$ cat config.mk
export PLATFORM = sky130hd
export DESIGN_NAME = wb_bram_arb
export DESIGN_NICKNAME = d
export VERILOG_FILES = /design/src/rtl/wb_bram_arb.sv
export SDC_FILE = /design/constraint.sdc
export NUM_CORES = 1
export LEC_CHECK = 0
export CAP_MARGIN = 15
export CELL_PAD_IN_SITES_DETAIL_PLACEMENT = 0
export CELL_PAD_IN_SITES_GLOBAL_PLACEMENT = 1
export CORE_MARGIN = 5
export CORE_UTILIZATION = 16
export DETAILED_ROUTE_END_ITERATION = 6
export PLACE_DENSITY_LB_ADDON = 0.15
export SETUP_SLACK_MARGIN = 0.1
export SLEW_MARGIN = 10
export SYNTH_ARGS = -nofsm -noshare
export SYNTH_HDL_FRONTEND = slang
export SYNTH_SLANG_ARGS = --single-unit
$ cat constraint.sdc
create_clock -name clk -period 2.6 [get_ports clk]
set_input_delay 0.26 -clock clk [delete_from_list [all_inputs] [get_ports clk]]
set_output_delay 0.26 -clock clk [all_outputs]
set_load 0.1 [all_outputs]
$ cat src/rtl/wb_bram_arb.sv
// ----------------------------------------------------------------------------
// wb_bram_arb
// Two-master Wishbone arbiter in front of a single-port block RAM.
// Master 0 is the data port, master 1 the instruction-fetch port. A granted
// master keeps the bus for as long as it holds cyc, so bursts are never
// interleaved. When both masters ask at once from idle, the one that was not
// served last wins. A stalled slave is released after TIMEOUT cycles without
// an ack, and the granted master gets a one-cycle error pulse.
//
// Ports
//   clk, rst                 clock, synchronous active-high reset
//   m0_*_i / m0_*_o          master 0 request in, read data / ack / err out
//   m1_*_i / m1_*_o          master 1 request in, read data / ack / err out
//   s_*_o                    request forwarded to the shared slave
//   s_dat_i, s_ack_i         slave read data and ack
//   gnt_o                    one-hot current grant, 2'b00 while idle
// ----------------------------------------------------------------------------
module wb_bram_arb #(
    parameter int AW      = 14,
    parameter int TIMEOUT = 255
) (
    input  logic          clk,
    input  logic          rst,

    input  logic [AW-1:0] m0_adr_i,
    input  logic [31:0]   m0_dat_i,
    input  logic [3:0]    m0_sel_i,
    input  logic          m0_we_i,
    input  logic          m0_cyc_i,
    input  logic          m0_stb_i,
    output logic [31:0]   m0_dat_o,
    output logic          m0_ack_o,
    output logic          m0_err_o,

    input  logic [AW-1:0] m1_adr_i,
    input  logic [31:0]   m1_dat_i,
    input  logic [3:0]    m1_sel_i,
    input  logic          m1_we_i,
    input  logic          m1_cyc_i,
    input  logic          m1_stb_i,
    output logic [31:0]   m1_dat_o,
    output logic          m1_ack_o,
    output logic          m1_err_o,

    output logic [AW-1:0] s_adr_o,
    output logic [31:0]   s_dat_o,
    output logic [3:0]    s_sel_o,
    output logic          s_we_o,
    output logic          s_cyc_o,
    output logic          s_stb_o,
    input  logic [31:0]   s_dat_i,
    input  logic          s_ack_i,

    output logic [1:0]    gnt_o
);

    typedef enum logic [1:0] {
        IDLE  = 2'd0,
        BUSY0 = 2'd1,
        BUSY1 = 2'd2
    } state_t;

    localparam logic [7:0] TimeoutLim = 8'(TIMEOUT);

    state_t     state_q, state_d;
    logic       last_q, last_d;
    logic [7:0] cnt_q, cnt_d;

    logic req0, req1;
    logic timeout;

    assign req0 = m0_cyc_i && m0_stb_i;
    assign req1 = m1_cyc_i && m1_stb_i;

    // The slave side is a plain mux selected by the registered state, so the
    // grant never depends combinationally on a master's cyc.
    always_comb begin
        s_adr_o = '0;
        s_dat_o = '0;
        s_sel_o = '0;
        s_we_o  = 1'b0;
        s_cyc_o = 1'b0;
        s_stb_o = 1'b0;
        case (state_q)
            BUSY0: begin
                s_adr_o = m0_adr_i;
                s_dat_o = m0_dat_i;
                s_sel_o = m0_sel_i;
                s_we_o  = m0_we_i;
                s_cyc_o = m0_cyc_i;
                s_stb_o = m0_stb_i;
            end
            BUSY1: begin
                s_adr_o = m1_adr_i;
                s_dat_o = m1_dat_i;
                s_sel_o = m1_sel_i;
                s_we_o  = m1_we_i;
                s_cyc_o = m1_cyc_i;
                s_stb_o = m1_stb_i;
            end
            default: ;
        endcase
    end

    // An ack in the threshold cycle wins, so timeout is masked by s_ack_i.
    assign timeout = (state_q != IDLE) && s_stb_o && !s_ack_i
                     && (cnt_q >= TimeoutLim);

    // Next-state logic. A releasing master hands straight over to a waiting
    // one without passing through IDLE.
    always_comb begin
        state_d = state_q;
        last_d  = last_q;
        case (state_q)
            IDLE: begin
                if (req0 && req1) begin
                    state_d = last_q ? BUSY0 : BUSY1;
                end else if (req0) begin
                    state_d = BUSY0;
                end else if (req1) begin
                    state_d = BUSY1;
                end
            end
            BUSY0: begin
                if (timeout) begin
                    state_d = IDLE;
                end else if (!m0_cyc_i) begin
                    state_d = req1 ? BUSY1 : IDLE;
                end
            end
            BUSY1: begin
                if (timeout) begin
                    state_d = IDLE;
                end else if (!m1_cyc_i) begin
                    state_d = req0 ? BUSY0 : IDLE;
                end
            end
            default: state_d = IDLE;
        endcase

        if (state_d == BUSY0 && state_q != BUSY0) begin
            last_d = 1'b0;
        end else if (state_d == BUSY1 && state_q != BUSY1) begin
            last_d = 1'b1;
        end
    end

    // Stall counter: counts strobed cycles without ack, restarts on any
    // grant change, and saturates so it can never wrap past the threshold.
    always_comb begin
        cnt_d = cnt_q;
        if (state_d != state_q || s_ack_i || !s_stb_o) begin
            cnt_d = '0;
        end else if (cnt_q != 8'hFF) begin
            cnt_d = cnt_q + 8'd1;
        end
    end

    // State, last-served pointer and stall counter. Reset makes master 0
    // win the first tie.
    always_ff @(posedge clk) begin
        if (rst) begin
            state_q <= IDLE;
            last_q  <= 1'b1;
            cnt_q   <= '0;
        end else begin
            state_q <= state_d;
            last_q  <= last_d;
            cnt_q   <= cnt_d;
        end
    end

    assign gnt_o    = {state_q == BUSY1, state_q == BUSY0};
    assign m0_ack_o = s_ack_i && (state_q == BUSY0);
    assign m1_ack_o = s_ack_i && (state_q == BUSY1);
    assign m0_err_o = timeout && (state_q == BUSY0);
    assign m1_err_o = timeout && (state_q == BUSY1);
    assign m0_dat_o = s_dat_i;
    assign m1_dat_o = s_dat_i;

endmodule

### After elaboration in Yosys (flattened, before gate mapping)

Cells that the tools add are included.
Widths: inputs -> output; s select.

| word-level totals | value |
|---|---|
| bits of input ports | 141 |
| bits in registers | 11 |
| output and inout port bits | 123 |

| cells by class | value |
|---|---|
| muxes and demuxes | 19 |
| eq/ne operators | 8 |
| magnitude comparators | 1 |
| reduce and logical (&&, ||, !) cells | 20 |
| add/sub/neg operators | 1 |

Operators with widths:

| cell | number |
|---|---|
| $pmux 32 s2 | 1 |
| $pmux 14 s2 | 1 |
| $mux 2 | 9 |
| $logic_and 1x1->1 | 12 |
| $add 8x1->8 const B | 1 |
| $ge 8x8->1 const B | 1 |
| $ne 8x8->1 const B | 1 |
| $pmux 4 s2 | 1 |
| $pmux 1 s2 | 3 |
| $pmux 2 s3 | 1 |
| $eq 2x1->1 const B | 2 |
| $eq 2x2->1 const B | 2 |
| $reduce_bool 2->1 | 2 |
| $mux 1 | 3 |
| $logic_not 1->1 | 2 |
| $logic_not 2->1 | 1 |
| $logic_or 1x1->1 | 2 |
| $ne 2x1->1 const B | 1 |
| $ne 2x2->1 | 1 |
| $ne 2x2->1 const B | 1 |
| $reduce_or 2->1 | 1 |

### Longest topological paths before layout

| logic depth | value |
|---|---|
| word-level depth | 11 |
| mapped depth | 9 |
| depth with buffers taken out | 8 |

### Worst setup path after synthesis

OpenSTA, ideal clock, no wires.

| timing path | value |
|---|---|
| path kind | flip-flop to output port |
| from | reg state_q[0] |
| to | out s_adr_o[10] |
| cell stages (with the launch flop) | 7 |
| buffers on the path | 2 |
| setup slack | -1.132 ns |
| arrival | 3.472 ns |
| cell sequence | dfxtp_1 > inv_1 > ha_1 > clkbuf_1 > buf_1 > a22oi_1 > nor2b_1 |

| between the ends | value |
|---|---|
| word-level cells in the longest chain between the ends | 2 |

RTL lines:

| item | RTL line | text |
|---|---|---|
| start, declared | 65 | `state_t state_q, state_d;` |
| start signal, assigned | 167 | `state_q <= state_d;` |
| $eq 2x2->1 | - |  |
| named net gnt_o[1] | 54 | `output logic [1:0] gnt_o` |
| $pmux 14 s2 | 84 | `case (state_q)` |
| end, declared | 45 | `output logic [AW-1:0] s_adr_o,` |

The timed path passes the listed nets, and every way through them passes these cells.

### Worst setup path in the final report

| timing path | value |
|---|---|
| from | reg state_q[0] |
| to | reg cnt_q[3] |

| between the ends | value |
|---|---|
| word-level cells in the longest chain between the ends | 11 |

RTL lines:

| item | RTL line | text |
|---|---|---|
| $eq 2x2->1 / $eq 2x1->1 (equally long branches) | 84, 114 |  |
| $pmux 1 s2 | 84 |  |
| $logic_and 1x1->1 (2 in a row) | 106 | `assign timeout = (state_q != IDLE) && s_stb_o && !s_ack_i` |
| $logic_and 1x1->1 | 107 | `&& (cnt_q >= TimeoutLim);` |
| $mux 2 (on tied branches) | 132, 125 |  |
| $pmux 2 s3 | 114 | `case (state_q)` |
| $ne 2x2->1 | 152 | `if (state_d != state_q \|\| s_ack_i \|\| !s_stb_o) begin` |
| $logic_or 1x1->1 | 152 |  |
| $logic_or 1x1->1 (*) | 152 |  |
| $reduce_or 2->1 (no line) (*) | - |  |
| end signal, assigned | 169 | `cnt_q <= cnt_d;` |
| end, declared | 67 | `logic [7:0] cnt_q, cnt_d;` |

Mark *: on every way between the ends. The rest lies on a longest branch, timed or not.
A chain may end at the register's enable or synchronous reset.

==> summary.txt <==
Outcome -> finished clean
GRT Total Usage -> 11.52%
P&R area growth vs syn -> 123.7%
Clock sink count -> 11
Avg Vias per Cell -> 4.259
Top cells by area, synth -> buf_4 (23%), a22oi_1 (19%), nor2b_1 (16%)
Overflow after GRT -> 0
Design Area, Final -> 0.004599 sq mm
Crit path arrival time -> 2.55 ns
Post-Syn Nets -> 427
Peak supply drop -> 0.1680 mV
Max FO, Critical Path -> 8
Critical-path top delay cell -> or4_4
FF-to-FF path depth -> 8
Top-count cell post-synth -> buf_4
First-pass iteration count of the detailed router -> 4
Fin util -> 36.45%
Crit-path cells -> inv_4 > ha_4 > a22oi_2 > or4_4 > a21o_1 > a311oi_2 > a31oi_4 > a211oi_2
Mapped Cells -> 281
WP buf/inv -> 1
Initial core utilization -> 16.29%
Synthesized flop and latch total -> 11
Clock Tree Buf Depth -> 2
Slowest cell delay on critical path -> 0.58 ns
DP Wirelength -> 7484 um
Num ports -> 264
Post-route DRC -> 0
Sequential share of power -> 10.1%
Yosys warns -> 0
Worst Hold Class -> input port to output pin
Max Freq -> 0.4194 GHz
Yosys cell types -> 38
Antenna cells -> 0
Hold bufs inserted after CTS -> 0
Crit-path leading delay family -> compound AO/OA/AOI/OAI gates
Placed instance area -> 0.004428 sq mm
Slew @ Worst Pin -> 0.5634 ns
Area leader, netlist -> buf_4
Slew Viols, Final -> 0
Post-synth top area share -> 23.37%
Worst-Skew Late Latency -> 0.24 ns
Drt total wl -> 9106 um
Static leakage -> 1.531 nW
Clock root cell -> clkbuf_16
Crit Path Category -> flop to flop
Via count -> 2372
TNS Setup -> 0 ns
Final setup violating endpoints -> 0
Average wire per standard cell -> 16.35 um
Die W -> 123.4 um
CP endpoint kind -> flop
Synthesized area -> 0.002056 sq mm
GPL Wtd Cong -> 0.7980
Min-Delay Path Depth -> 0
Switching portion of total power -> 45.62%
Crit start category -> flop
Final nets -> 532
Final period util -> 91.70%
H-tree depth -> 1
Clk pwr share -> 15.3%
P_sw -> 0.8638 mW
Area of the die -> 0.01522 sq mm
Fill cells -> 1271
Max-Cap Viols -> 0
Core Area -> 0.01262 sq mm
Worst path depth -> 8
Post-synthesis sequential area ratio -> 10.71%
Clock transition at path regs -> 0.05 ns
Cell row count -> 41
Post-synth EDFFs -> 0
Max-slew headroom -> 62.44%
Number of global-route vias before repair -> 2554
TritonCTS Buffers -> 3
WP data required -> 2.77 ns
CTS tree -> done
Port bufs -> 167
Async S/R FF share, synth -> 0%
Final hold vios -> 0
Most common library cells after synthesis -> buf_4 (64), a22oi_1 (52), nor2b_1 (52), clkbuf_1 (14), dfxtp_1 (11)
Combinational group share of total power -> 74.6%
Die Height -> 123.4 um
Unrepaired setup endpoints after global routing -> false
Mean Syn Cell Area -> 7.316 sq um
Fin Clk Skew -> 0.003593 ns
Layout cells sized above 1 -> 38.44%
Initial antenna violation count -> 0
Global-route wire length before repair -> 13790 um
Min Tclk post-route -> 2.384 ns
1st-iter DRT viols -> 102
Post-synth top flop -> dfxtp_1
Power per Cell Area -> 411.7 mW/mm^2
Largest net degree at the start of global routing -> 54
Power Internal -> 1.030 mW
Post-DRT Antenna Nets -> 0
worst register-to-register path: cells and delay by family (launching register included):
family                   cells  cell delay, ns
flip-flops                   1            0.38
adder cells (fa/ha/maj)      1            0.16
AO/OA/AOI/OAI                5            1.07
buffers and inverters        1            0.10
AND/OR/NAND/NOR              1            0.58
area by class of cell:
type,instances,area (sq um),area share [%]
clock buffers,3,75.07,1.632
multi-input cells,187,1702,37.00
well taps,172,215.2,4.679
clock inverters,1,5.005,0.1088
repair buffers,181,2367,51.47
flip-flops and latches,11,225.2,4.897
inverters,2,10.01,0.2176
flip-flops by register name (all words and copies together) (netlist names):
name	cells
state_q	2
last_q	1
cnt_q	8
per-stage QoR:
step                      total power, mW  hold slack [ns]  std cells  setup WS [ns]
after floorplan                     1.552           0.3368        281       -0.05555
after global placement              1.599           0.5210        544        0.01450
after detailed placement            1.597           0.5210        544       -0.03093
after CTS                           1.892           0.5210        549         0.1035
after global routing                1.983           0.5202        557         0.1321
final                               1.894           0.5200        557         0.2159
metal layers:
metal,share of wire [%],GRT usage (%)
met3,8.0,3.614
met4,1.6,2.768
met1,34,12.66
met2,56,21.41
met5,0,0
placed cells by master, fill, tap and decap left out, types with 4 or more instances in the layout:
cell type	count
a21oi_1	9
a22oi_1	51
and3_1	4
buf_12	59
buf_4	14
clkdlybuf4s50_1	108
dfxtp_1	9
nand2_1	4
nand2b_1	5
nand3_1	9
nor2_1	7
nor2b_2	5
nor2b_4	47
nor3_1	4
final timing paths:
kind	from	end	slack [ns]
hold / removal	s_dat_i[11]	m0_dat_o[11]	0.52
hold reg to reg	last_q$_SDFFE_PP1P_	last_q$_SDFFE_PP1P_	0.54
setup / recovery	state_q[0]$_SDFF_PP0_	cnt_q[3]$_SDFFE_PP0N_	0.22
setup reg to reg	state_q[0]$_SDFF_PP0_	cnt_q[3]$_SDFFE_PP0N_	0.22
power groups by stage:
stage / combinational (mW) / sequential, mW / clock [mW]
after floorplan: 1.36 / 0.190 / 0
after global placement: 1.41 / 0.192 / 0
after detailed placement: 1.41 / 0.192 / 0
after CTS: 1.41 / 0.189 / 0.295
after global routing: 1.49 / 0.191 / 0.303
final: 1.41 / 0.190 / 0.290
kinds of logic after synthesis:
family          share of synthesized area (%)
compound gates                          29.03
mux                                     1.461
fa+ha+maj                               3.043
xor+xnor                               0.8523
simple gates                            28.06
flops                                   10.71
buf+inv                                 26.84
what timing repair did:
action	4_1_cts	5_1_grt
endpoints found under the setup margin	8	15
resized for setup	0	6
setup buffers	1	8
pin swaps	1	3
No activity file was read; power rests on OpenSTA's default activity.
